<file path="src/rtl/spi_slave_regfile.sv">
// Mode-0 SPI slave with an 8-bit register bank, oversampled in the aclk domain.
// 16-bit frames: {rnw, addr[6:0], data[7:0]}; reg 0 is a read-only ID.
module spi_slave_regfile #(
    parameter int          REG_COUNT = 16,
    parameter logic [7:0]  ID_VALUE  = 8'hA5,
    localparam int         AW        = $clog2(REG_COUNT)
) (
    input  logic          aclk,
    input  logic          aresetn,
    input  logic          spi_cs,
    input  logic          spi_sclk,
    input  logic          spi_mosi,
    output logic          spi_miso,
    input  logic [AW-1:0] loc_addr,
    output logic [7:0]    loc_rdata,
    output logic          wr_valid,
    output logic [AW-1:0] wr_addr,
    output logic [7:0]    wr_data,
    output logic          frame_err
);

    typedef enum logic [1:0] {IDLE, CMD, DATA, DONE} state_t;

    localparam logic [7:0] RC8 = 8'(REG_COUNT);

    state_t      state_q, state_d;
    logic        cs_s1, cs_s2, cs_s3;
    logic        sclk_s1, sclk_s2, sclk_s3;
    logic        mosi_s1, mosi_s2;
    logic [3:0]  bit_cnt;
    logic [6:0]  shift_q;
    logic [7:0]  tx_q;
    logic        rw_q;
    logic [6:0]  addr_q;
    logic        hold_q;
    logic [7:0]  regs [REG_COUNT];

    logic        cs_fall, cs_rise, rise, fall;
    logic        start, cmd_done, data_done, abort, commit;
    logic [7:0]  rx_byte;

    // CS sync flops reset low so a CS already low at reset release never looks like a new frame.
    always_ff @(posedge aclk or negedge aresetn) begin
        if (!aresetn) begin
            {cs_s1, cs_s2, cs_s3}       <= '0;
            {sclk_s1, sclk_s2, sclk_s3} <= '0;
            {mosi_s1, mosi_s2}          <= '0;
        end else begin
            {cs_s3, cs_s2, cs_s1}       <= {cs_s2, cs_s1, spi_cs};
            {sclk_s3, sclk_s2, sclk_s1} <= {sclk_s2, sclk_s1, spi_sclk};
            {mosi_s2, mosi_s1}          <= {mosi_s1, spi_mosi};
        end
    end

    assign cs_fall = cs_s3 & ~cs_s2;
    assign cs_rise = ~cs_s3 & cs_s2;
    assign rise    = ~cs_s2 & sclk_s2 & ~sclk_s3;
    assign fall    = ~cs_s2 & ~sclk_s2 & sclk_s3;
    assign rx_byte = {shift_q, mosi_s2};

    function automatic logic addr_ok(input logic [6:0] a);
        return (a != 7'd0) && ({1'b0, a} < RC8);
    endfunction

    function automatic logic [7:0] rd_val(input logic [6:0] a);
        if (a == 7'd0)             return ID_VALUE;
        else if ({1'b0, a} < RC8)  return regs[a[AW-1:0]];
        else                       return 8'h00;
    endfunction

    always_ff @(posedge aclk or negedge aresetn) begin
        if (!aresetn) state_q <= IDLE;
        else          state_q <= state_d;
    end

    always_comb begin
        state_d   = state_q;
        start     = 1'b0;
        cmd_done  = 1'b0;
        data_done = 1'b0;
        abort     = 1'b0;
        case (state_q)
            IDLE: if (cs_fall) begin
                state_d = CMD;
                start   = 1'b1;
            end
            CMD: if (cs_rise) begin
                state_d = IDLE;
                abort   = 1'b1;
            end else if (rise && bit_cnt == 4'd7) begin
                state_d  = DATA;
                cmd_done = 1'b1;
            end
            DATA: if (cs_rise) begin
                state_d = IDLE;
                abort   = 1'b1;
            end else if (rise && bit_cnt == 4'd15) begin
                state_d   = DONE;
                data_done = 1'b1;
            end
            DONE: if (cs_rise) state_d = IDLE;
            default: state_d = IDLE;
        endcase
    end

    assign commit = data_done & ~rw_q & addr_ok(addr_q);

    always_ff @(posedge aclk or negedge aresetn) begin
        if (!aresetn) begin
            bit_cnt   <= '0;
            shift_q   <= '0;
            tx_q      <= '0;
            rw_q      <= 1'b0;
            addr_q    <= '0;
            hold_q    <= 1'b0;
            wr_valid  <= 1'b0;
            wr_addr   <= '0;
            wr_data   <= '0;
            frame_err <= 1'b0;
            loc_rdata <= '0;
            for (int i = 0; i < REG_COUNT; i++) regs[i] <= '0;
        end else begin
            wr_valid  <= 1'b0;
            frame_err <= abort;
            loc_rdata <= rd_val(7'(loc_addr));
            if (start) begin
                bit_cnt <= '0;
                shift_q <= '0;
                tx_q    <= '0;
                hold_q  <= 1'b0;
            end else if (rise && (state_q == CMD || state_q == DATA)) begin
                bit_cnt <= bit_cnt + 4'd1;
                shift_q <= {shift_q[5:0], mosi_s2};
            end
            if (cmd_done) begin
                rw_q   <= rx_byte[7];
                addr_q <= rx_byte[6:0];
                hold_q <= 1'b1;
                if (rx_byte[7]) tx_q <= rd_val(rx_byte[6:0]);
            end
            // The first fall after the command byte keeps bit 7 up for the 9th rise.
            if (fall && state_q == DATA) begin
                if (hold_q) hold_q <= 1'b0;
                else        tx_q   <= {tx_q[6:0], 1'b0};
            end
            if (commit) begin
                regs[addr_q[AW-1:0]] <= rx_byte;
                wr_valid             <= 1'b1;
                wr_addr              <= addr_q[AW-1:0];
                wr_data              <= rx_byte;
            end
        end
    end

    assign spi_miso = (state_q == DATA) & tx_q[7];

endmodule

</file>
<file path="config.mk">
export PLATFORM = sky130hd
export DESIGN_NAME = spi_slave_regfile
export DESIGN_NICKNAME = d
export VERILOG_FILES = /design/src/rtl/spi_slave_regfile.sv
export SDC_FILE = /design/constraint.sdc
export NUM_CORES = 1
export LEC_CHECK = 0
export ABC_CLOCK_PERIOD_IN_PS = 2500
export BUFFER_PORTS_ARGS = -buffer_cell sky130_fd_sc_hd__buf_2
export CAP_MARGIN = 10
export CORE_UTILIZATION = 40
export DETAILED_ROUTE_END_ITERATION = 16
export GPL_TIMING_DRIVEN = 0
export SLEW_MARGIN = 25
export SYNTH_ARGS = -nofsm -noshare
export SYNTH_HDL_FRONTEND = slang
export SYNTH_SLANG_ARGS = --single-unit
</file>
<file path="constraint.sdc">
create_clock -name aclk -period 2.5 [get_ports aclk]
set_input_delay 0.375 -clock aclk [delete_from_list [all_inputs] [get_ports aclk]]
set_output_delay 0.375 -clock aclk [all_outputs]
set_load 0.02 [all_outputs]
</file>
# After elaboration in Yosys (flattened, before gate mapping)
# Cells that the tools add are included.
# op_classes
addsub	1
order_cmp	6
eq_ne	9
n_mux	43
bitwise	17
n_reduce_logical	14
# op_table
operator	n
128-bit bitwise mux	1
8-bit two-way mux	13
8-bit binary-select mux with 4-bit select	2
8-bit demux with 4-bit select	1
5-bit >= comparator (second input constant)	3
1-bit two-way mux	15
4-bit NOT with 5-bit output	3
7-bit by 5-bit < comparator with 1-bit output (second input constant)	2
7-bit two-way mux	2
2-bit two-way mux	6
1-bit AND	9
4-bit two-way mux	2
2-bit case mux with 4 select lines	1
7-bit zero test	1
7-bit nonzero test	1
1-bit logical AND	6
3-bit inequality test (second input constant)	2
5-bit by 1-bit < comparator with 1-bit output (second input constant)	1
1-bit NOT	5
4-bit by 1-bit adder with 4-bit output (second input constant)	1
2-bit == test (second input constant)	2
4-bit by 3-bit == test with 1-bit output (second input constant)	1
4-bit == test (second input constant)	1
4-bit zero test	1
other kinds (7)	8
# word_totals
register_bits	188
inputBits	9
output_inout_bits	23
wordCells	126

# Depth between registers and ports, before layout
# Gate-level depths: netlist of the first run.
# depth
word_depth	10
depth_mapped	8
ltp_nobuf	7

# Worst setup path after synthesis of the first run
# No wires, ideal clock.
# synth_path
path_kind	reg2reg
startpoint	register cs_s2
endpoint	register regs[0] in the netlist's numbering
setup_time_ps	125
arrival_ps	2195
setup_slack_ps	180
path_stages_with_launch	7
path_buffers	1
path_cell_list	dfrtp_1 -> nor3b_4 -> and4_1 -> nand4_4 -> buf_6 -> nor3_4 -> mux2_2
# synth_between
elab_chain_cells	9
# synth_rtl
item	line_no	text
from (decl)	27	logic cs_s1, cs_s2, cs_s3;
from (signal assigned)	49	{cs_s3, cs_s2, cs_s1} <= {cs_s2, cs_s1, spi_cs};
1-bit NOT	57	assign rise = ~cs_s2 & sclk_s2 & ~sclk_s3;
1-bit AND (2 in a row)	57	
1-bit logical AND	97	end else if (rise && bit_cnt == 4'd15) begin
1-bit two-way mux	97	
1-bit two-way mux *	94	DATA: if (cs_rise) begin
1-bit two-way mux *	82	case (state_q)
1-bit AND * (2 in a row)	106	assign commit = data_done & ~rw_q & addr_ok(addr_q);
to (signal, indexed assignment)	147	regs[addr_q[AW-1:0]] <= rx_byte;
to (decl)	36	logic [7:0] regs [REG_COUNT];
# Every way passes the cells marked *; elsewhere a longest branch is shown, timed or not.
# A chain may end at the register's enable or synchronous reset.

# Worst setup path in the final report of the first run
# layout_path
startpoint	register sclk_s2
endpoint	register regs[71] in the netlist's numbering
# layout_between
elab_chain_cells	8
# layout_rtl
item	line_no	text
from (decl)	28	logic sclk_s1, sclk_s2, sclk_s3;
from (signal assigned)	50	{sclk_s3, sclk_s2, sclk_s1} <= {sclk_s2, sclk_s1, spi_sclk};
1-bit AND (2 in a row)	57	
1-bit logical AND	97	
1-bit two-way mux	97	
1-bit two-way mux	94	
1-bit two-way mux	82	
1-bit AND (2 in a row)	106	
# No other way between the ends.

==> results of run 1 <==
==> cells in the mapped netlist, types with 4 or more instances <==
cell / n / share of area (%)
dfrtp_1: 187 / 50
mux2_2: 142 / 17
nand2_1: 56 / 2.2
clkbuf_1: 47 / 1.9
mux4_2: 40 / 9.6
mux2i_1: 39 / 4.2
nor2_1: 23 / 0.92
a21oi_1: 19 / 1.0
a22oi_1: 17 / 1.4
inv_1: 10 / 0.40
nand2b_1: 10 / 0.67
buf_2: 9 / 0.48
nor3_4: 9 / 1.6
o211ai_1: 9 / 0.72
nor4_1: 7 / 0.47
o22ai_1: 7 / 0.47
nor2b_1: 6 / 0.40
nor4_4: 6 / 1.4
o21ai_0: 6 / 0.32
or3_1: 6 / 0.40
a211oi_1: 5 / 0.40
ha_1: 5 / 0.67
nand3_1: 5 / 0.27
o31ai_1: 5 / 0.40
a221oi_1: 4 / 0.37
nor3_1: 4 / 0.21
==> layer usage <==
layer	share of wire [%]	track usage [%]	wire [µm]
met4	3.4	8.824	870
met3	6.5	6.435	1637
met1	43	30.38	10900
met2	47	35.05	11810
met5	0	0	0
==> sequential cells by signal, summed over array words and instances, names as in the netlist <==
| register | flops |
|---|---|
| regs | 127 |
| loc_rdata | 8 |
| tx_q | 8 |
| wr_data | 8 |
| addr_q | 7 |
| shift_q | 7 |
| bit_cnt | 4 |
| wr_addr | 4 |
| state_q | 2 |
| cs_s1 | 1 |
| cs_s2 | 1 |
| cs_s3 | 1 |
| frame_err | 1 |
| hold_q | 1 |
| mosi_s1 | 1 |
| mosi_s2 | 1 |
| rw_q | 1 |
| sclk_s1 | 1 |
| sclk_s2 | 1 |
| sclk_s3 | 1 |
| wr_valid | 1 |
==> logic make-up (layout without fill, tap and decap cells) <==
kind of cell	after synthesis	in the layout	share of synthesized area (%)
xor+xnor	3	3	0.2795
buf+inv	69	157	2.955
simple gates	147	147	9.888
compound gates	79	79	5.696
mux	221	221	30.74
fa+ha+maj	5	5	0.6654
flops	187	187	49.77
==> worst max path at each step <==
stage	start	endpoint
6_report	sclk_s2$_DFF_PN0_	regs[71]$_DFFE_PN0P_
5_1_grt	shift_q[0]$_DFFE_PN0P_	shift_q[0]$_DFFE_PN0P_
4_1_cts	shift_q[0]$_DFFE_PN0P_	tx_q[0]$_DFF_PN0_
3_5_place_dp	cs_s2$_DFF_PN0_	regs[70]$_DFFE_PN0P_
3_3_place_gp	aresetn	regs[121]$_DFFE_PN0P_
2_1_floorplan	cs_s2$_DFF_PN0_	regs[0]$_DFFE_PN0P_
==> per-stage QoR <==
stage | util [%] | setup slack [ps] | hold slack [ps]
final | 48.02 | 108.4 | 30.30
after detailed placement | 43.78 | -398.4 | 251.5
after CTS | 47.80 | 3.428 | 16.76
after floorplan | - | 180.2 | 79.41
after global placement | 43.50 | -1859 | 332.3
after global routing | 48.02 | 23.73 | 8.774
==> report_power, final <==
part / internal (µW) / switching [µW] / leakage [µW] / total (µW)
clock: 1350 / 1360 / 0.000283 / 2710
combinational: 362 / 751 / 0.00227 / 1110
sequential: 3080 / 81.1 / 0.00259 / 3160
==> cell type report <==
type,instances,area (µm²),share of cell area [%]
flip-flops and latches,187,4681,42.67
multi-input cells,455,4488,40.91
repair buffers,57,520.5,4.745
clock buffers,17,425.4,3.878
well taps,313,391.6,3.570
plain buffers,58,259.0,2.361
clock inverters,15,167.7,1.528
inverters,10,37.54,0.3422
==> what timing repair did <==
action                     4_1_cts  5_1_grt
pin swaps                       15        1
hold buffers                     1        0
setup endpoints to repair      139       95
buffers inserted                23        2
hold endpoints to repair        27        0
resized for setup               11       13
==> results list, run 1 <==
- Counting tap cells, the placed design contains a total of 1055 instances.
* Least-Margin Pin Slew: 808.4 ps
* Path type of the worst min-delay path: input port to register
- The floorplan step defined a die boundary enclosing 24120 µm².
- Crit path launch type: register
- Crit path kind: register to register
- 32 I/O pins were placed.
- Fraction of final layout cells sized beyond drive strength 1: 38.80%
- Dividing the final minimum period by the clock period gives 95.66%.
- Traced cell by cell, the critical path runs through nor3b_4, and4_1, nand4_4, buf_12, buf_6, nor3_4, buf_4, mux2_2.
- STA puts the critical path data arrival time at 2710 ps.
* First-pass GRT wire length: 40.23 mm
* Startpoint of the lowest-slack hold path: spi_sclk
- DR WL/cell: 22.68 µm
- The finished cells cover 10970 µm².
- Port buffering added 29 buffers.
- In this run the vertical extent of the chip is 155.3 µm.
- Dividing total power by cell area gives a power density of 636.8 nW/µm².
* Mean cell area of the mapped netlist: 13.22 µm²
- In the synthesized netlist the async set-or-reset flop fraction comes to 100.0%.
* Post-route antenna net violation count: 0
- Highest-count cells in the layout ignoring fill and taps: dfrtp_1, mux2_2, nand2_1
- The clock passes through at most 2 buffers.
* Post-Route Skew: 14.06 ps
- For this run, the total global-route usage over all layers was measured as 22.72%.
- Counting buffers and inverters, the worst setup path is 8 cells deep.
* Depth of the worst register-to-register path: 8
- DR vias: 6362
* Rows: 55
- CTS saw 187 sinks.
* Layout overhead on the synthesized area: 16.69%
- Shortest period the worst path allows: 2392 ps
* Maximum vdd drop: 0.0005068 V
- Commonest register cell after synthesis: dfrtp_1
- Most common library cell in the layout ignoring fill and taps: dfrtp_1
- Instance area at placement: 10000 µm²
- After legalization and detailed placement, the total HPWL measured 17.23 mm.
- Family with the most delay on the worst path: simple AND/OR/NAND/NOR gates
* CTS tree: yes
- Inserted Clock Buffers: 17
* Sequential share of the synthesized area: 49.77%
- Final estimated routing congestion in global placement: 0.8684
- Using the TritonRoute via totals, the vias-per-cell ratio works out to 5.721.
- Buffering stage count on the worst path with inverters included: 3
* Syn. warnings: 0
* Post-synthesis cell count: 711
- The first routing iteration left 425 violations.
- After synthesis the netlist holds a flip-flop and latch count of 187.
* Setup repair after global routing missed its margin: no
- The design draws 6986 µW.
* Number of global-route vias before repair: 6702
* Maximum number of pins on one net before global-route repair: 89
- Max-cap violations in this run came to 0.
- Total overflow reported by the global router: 0
- Total nets after synthesis: 725
* Start of the worst register-to-register path: sclk_s2$_DFF_PN0_
* Starting utilization of the core area: 41.15%
- Required arrival time at the worst endpoint: 2820 ps
- The largest individual stage delay along the critical path comes from the cell dfrtp_1.
- Counting instances, the worst hold path has a depth of 1.
- At the later pin of the worst-skew pair, clock insertion delay measures 440 ps.
- The number of antenna diodes in the final layout is 0.
- Detailed-routing iteration count for the pre-antenna-repair pass: 5
- For hold timing, the worst endpoint is sclk_s1$_DFF_PN0_.
- Setup slack on the worst flop-to-flop path: 110 ps
- The worst register-to-register path ends at regs[71]$_DFFE_PN0P_.
- In the routed design, unresolved DRC markers number 0.
- H-tree depth reported by CTS: 4
* Critical path capture point type: register
- Counting the fill cells in the layout gives 2030.
* Endpoints failing hold: 0
* Final number of setup-violating endpoints: 0
* Post-synth cell types: 44
* Placeable core region: 22850 µm²
- The final number of max-transition violations came to 0.
* Leakage power summed over all cells: 0.005137 µW
- From left edge to right edge, the die measures 155.3 µm.
- Result of the run: complete, no violations
- The routed design has 25.22 mm of wire.
* Root Driver: clkbuf_16
* Relative slew slack: 46.11%
- The largest single stage delay on the critical path is 480 ps.
* Number of antenna violations at the first check in global routing: 0
- Yosys mapped a number of flops with a built-in enable equal to 0.
- Excluding fillers, the count of instances in the completed layout stands at 1112.
* CTS clk-pin slew, worst paths: 80 ps
- In this run the worst path has a maximum fanout of 10.
* Netlist area before placement: 9402 µm²
- After routing, the total negative slack on setup checks comes to 0 ps.
- At the end of the flow, the number of nets in the layout was 800.
- Timing would allow up to 418.1 MHz.
No activity file was read; power rests on OpenSTA's default activity.
==> inputs of run 2 (changes only) <==
--- a/config.mk
+++ b/config.mk
@@ -11,6 +11,7 @@
 export CORE_UTILIZATION = 40
 export DETAILED_ROUTE_END_ITERATION = 16
 export GPL_TIMING_DRIVEN = 0
+export SKIP_LAST_GASP = 1
 export SLEW_MARGIN = 25
 export SYNTH_ARGS = -nofsm -noshare
 export SYNTH_HDL_FRONTEND = slang
==> constraint.sdc (replaced) <==
create_clock -name aclk -period 2.5 [get_ports aclk]
set_input_delay 0.125 -clock aclk [delete_from_list [all_inputs] [get_ports aclk]]
set_output_delay 0.125 -clock aclk [all_outputs]
set_load 0.02 [all_outputs]
==> results list, run 2 (same netlist as run 1, synthesis figures left out) <==
- FMAX: 418.5 MHz
- The initial antenna violation count came to 0.
- The repair_antennas step left the layout with diodes totalling 0.
- The number of failing hold endpoints at the final stage came to 0.
- STA puts the critical path data required time at 2820 ps.
- Final estimated routing congestion in global placement: 0.8684
- Reg with most FFs: regs
- Depth of the worst register-to-register path: 8
* Detailed-placement wirelength estimate: 17.23 mm
* Layout overhead on the synthesized area: 16.98%
- Final design instance area without fill: 11000 µm²
* Total die area: 24120 µm²
- In this run the critical register-to-register path is launched from sclk_s2$_DFF_PN0_.
* Ports placed on the boundary: 32
* Final Routed Wirelength: 25.26 mm
* Shortest period the worst path allows: 2389 ps
- Post-Route Skew: 17.13 ps
- At the pin with the least slew margin, the transition time is 880.7 ps.
- The count of buffers added on input and output ports is 29.
- For this design the ratio of total power to cell area is 635.1 nW/µm².
- The number of clock buffers added by TritonCTS is 17.
- Global routing used 22.73% of the available tracks across all layers.
* Critical path capture point type: register
* Instance area at placement: 10000 µm²
- Number of global-route vias before repair: 6706
- Fraction of final layout cells sized beyond drive strength 1: 38.40%
- Excluding fillers, the count of instances in the completed layout stands at 1115.
- The critical path is of the register to register type.
- The detailed router placed 6399 vias in this run.
- In this run the worst setup path terminates at regs[71]$_DFFE_PN0P_.
- Result of the run: complete, no violations
* Cell count after placement: 1055
* Iter 0 DRT Violations: 431
* Die W: 155.3 µm
- First-pass GRT wire length: 40.25 mm
- Detailed-routing iteration count for the pre-antenna-repair pass: 5
- In the finished design, the share of the clock period the worst path needs comes to 95.57%.
* Arrival time at the worst endpoint: 2710 ps
- Dividing the detail-routed wire length by the instance count gives 22.65 µm.
* Path type of the worst min-delay path: input port to register
- For this design the static power due to leakage is 0.005143 µW.
- Clock Path Buffers: 2
* Startpoint of the most critical setup path: sclk_s2$_DFF_PN0_
* Root Driver: clkbuf_16
* Clock Latency Late Sink: 450 ps
* Maximum number of pins on one net before global-route repair: 89
- CP Max Fanout: 10
- Fill cells in the final layout number 2026.
* Final Max Slew Viols: 0
- After the last flow step, the layout net total stands at 803.
- The sequential cells in the finished layout cover a total of 4681 µm².
- Cells fill 48.14% of the core in the end.
- The clock net in this run drives a total of 187 sinks.
- Die Y: 155.3 µm
- Post-route antenna net violation count: 0
- The register with the most flip-flops in the layout has 127 of them.
- Crit Reg-Reg Endpoint: regs[71]$_DFFE_PN0P_
* Maximum vdd drop: 0.0005085 V
- CTS clk-pin slew, worst paths: 80 ps
* Setup slack on the worst flop-to-flop path: 110 ps
- After detailed routing, the number of remaining DRC violations is 0.
- STA classifies the critical path startpoint as a register.
- Total overflow reported by the global router: 0
- Summing all multi-input logic gate instances after layout gives 4488 µm².
- The H-tree was split into 4 levels.
- Setup violations remaining at the end of the flow were counted as 0.
- Measured against its own limit, the worst slew margin works out to 41.29%.
* Most common library cell in the layout ignoring fill and taps: dfrtp_1
* Placeable core region: 22850 µm²
- TritonCTS built the clock tree.
* Starting utilization of the core area: 41.15%
* Rows: 55
- Per-cell via count in the routed design: 5.739
* Setup repair after global routing missed its margin: yes
- Leaving out fill and tap cells, the most frequent cells in the layout are dfrtp_1, mux2_2, nand2_1.
- The tool flagged a number of max-cap violations equal to 0.
-- run 2: how the worst min path moves through the flow --
stage                start                      to  cells past startpoint
4_1_cts            aresetn       tx_q[1]$_DFF_PN0_                      2
3_5_place_dp       aresetn       mosi_s1$_DFF_PN0_                      1
5_1_grt        loc_addr[2]  loc_rdata[7]$_DFF_PN0_                      2
6_report       loc_addr[2]  loc_rdata[7]$_DFF_PN0_                      2
3_3_place_gp        spi_cs         cs_s1$_DFF_PN0_                      1
2_1_floorplan      aresetn   addr_q[0]$_DFFE_PN0N_                      0
-- run 2: what timing repair did --
item | 4_1_cts | 5_1_grt
setup buffers | 23 | 2
pin swaps | 15 | 1
setup endpoints to repair | 139 | 92
endpoints found under the hold margin | 190 | 0
gates resized for setup | 9 | 10
hold buffers | 4 | 0
-- run 2: final cells by class --
class	count	share of cell area (%)
inverters	10	0.3413
flip-flops and latches	187	42.56
plain buffers	58	2.332
well taps	313	3.561
clock inverters	15	1.524
repair buffers	60	5.006
multi-input cells	455	40.81
clock buffers	17	3.868
-- run 2: layer usage --
layer / global-route usage [%] / vias up / part of all wire, %
met5: 0 / - / 0
met3: 6.240 / 49 / 6.5
li1: - / 2797 / -
met4: 8.824 / 0 / 3.2
met2: 35.03 / 234 / 47
met1: 30.58 / 3319 / 43
-- run 2: where the power goes --
| part | leakage (µW) | total (µW) | switching, µW | internal [µW] |
|---|---|---|---|---|
| registers | 0.00259 | 3160 | 80.0 | 3080 |
| clock network | 0.000283 | 2700 | 1360 | 1350 |
| logic | 0.00227 | 1120 | 750 | 365 |
-- run 2: per-stage QoR --
stage | power [µW] | hold WS (ps) | setup TNS [ps] | worst slack [ps]
after floorplan | 3865 | -170.6 | 0 | 180.2
after global placement | 4251 | 234.8 | -330530 | -1609
after detailed placement | 4301 | 1.501 | -40340 | -398.4
after CTS | 7010 | 128.7 | -185.6 | -110.6
after global routing | 7268 | 138.8 | -6.442 | -6.442
final | 6984 | 125.0 | 0 | 110.7
-- run 2: critical path, cell delays in order (launching register included) --
cell	delay (ps)
dfrtp_1	480
nor3b_4	290
and4_1	270
nand4_4	110
buf_12	180
buf_6	170
nor3_4	200
buf_4	210
mux2_2	350
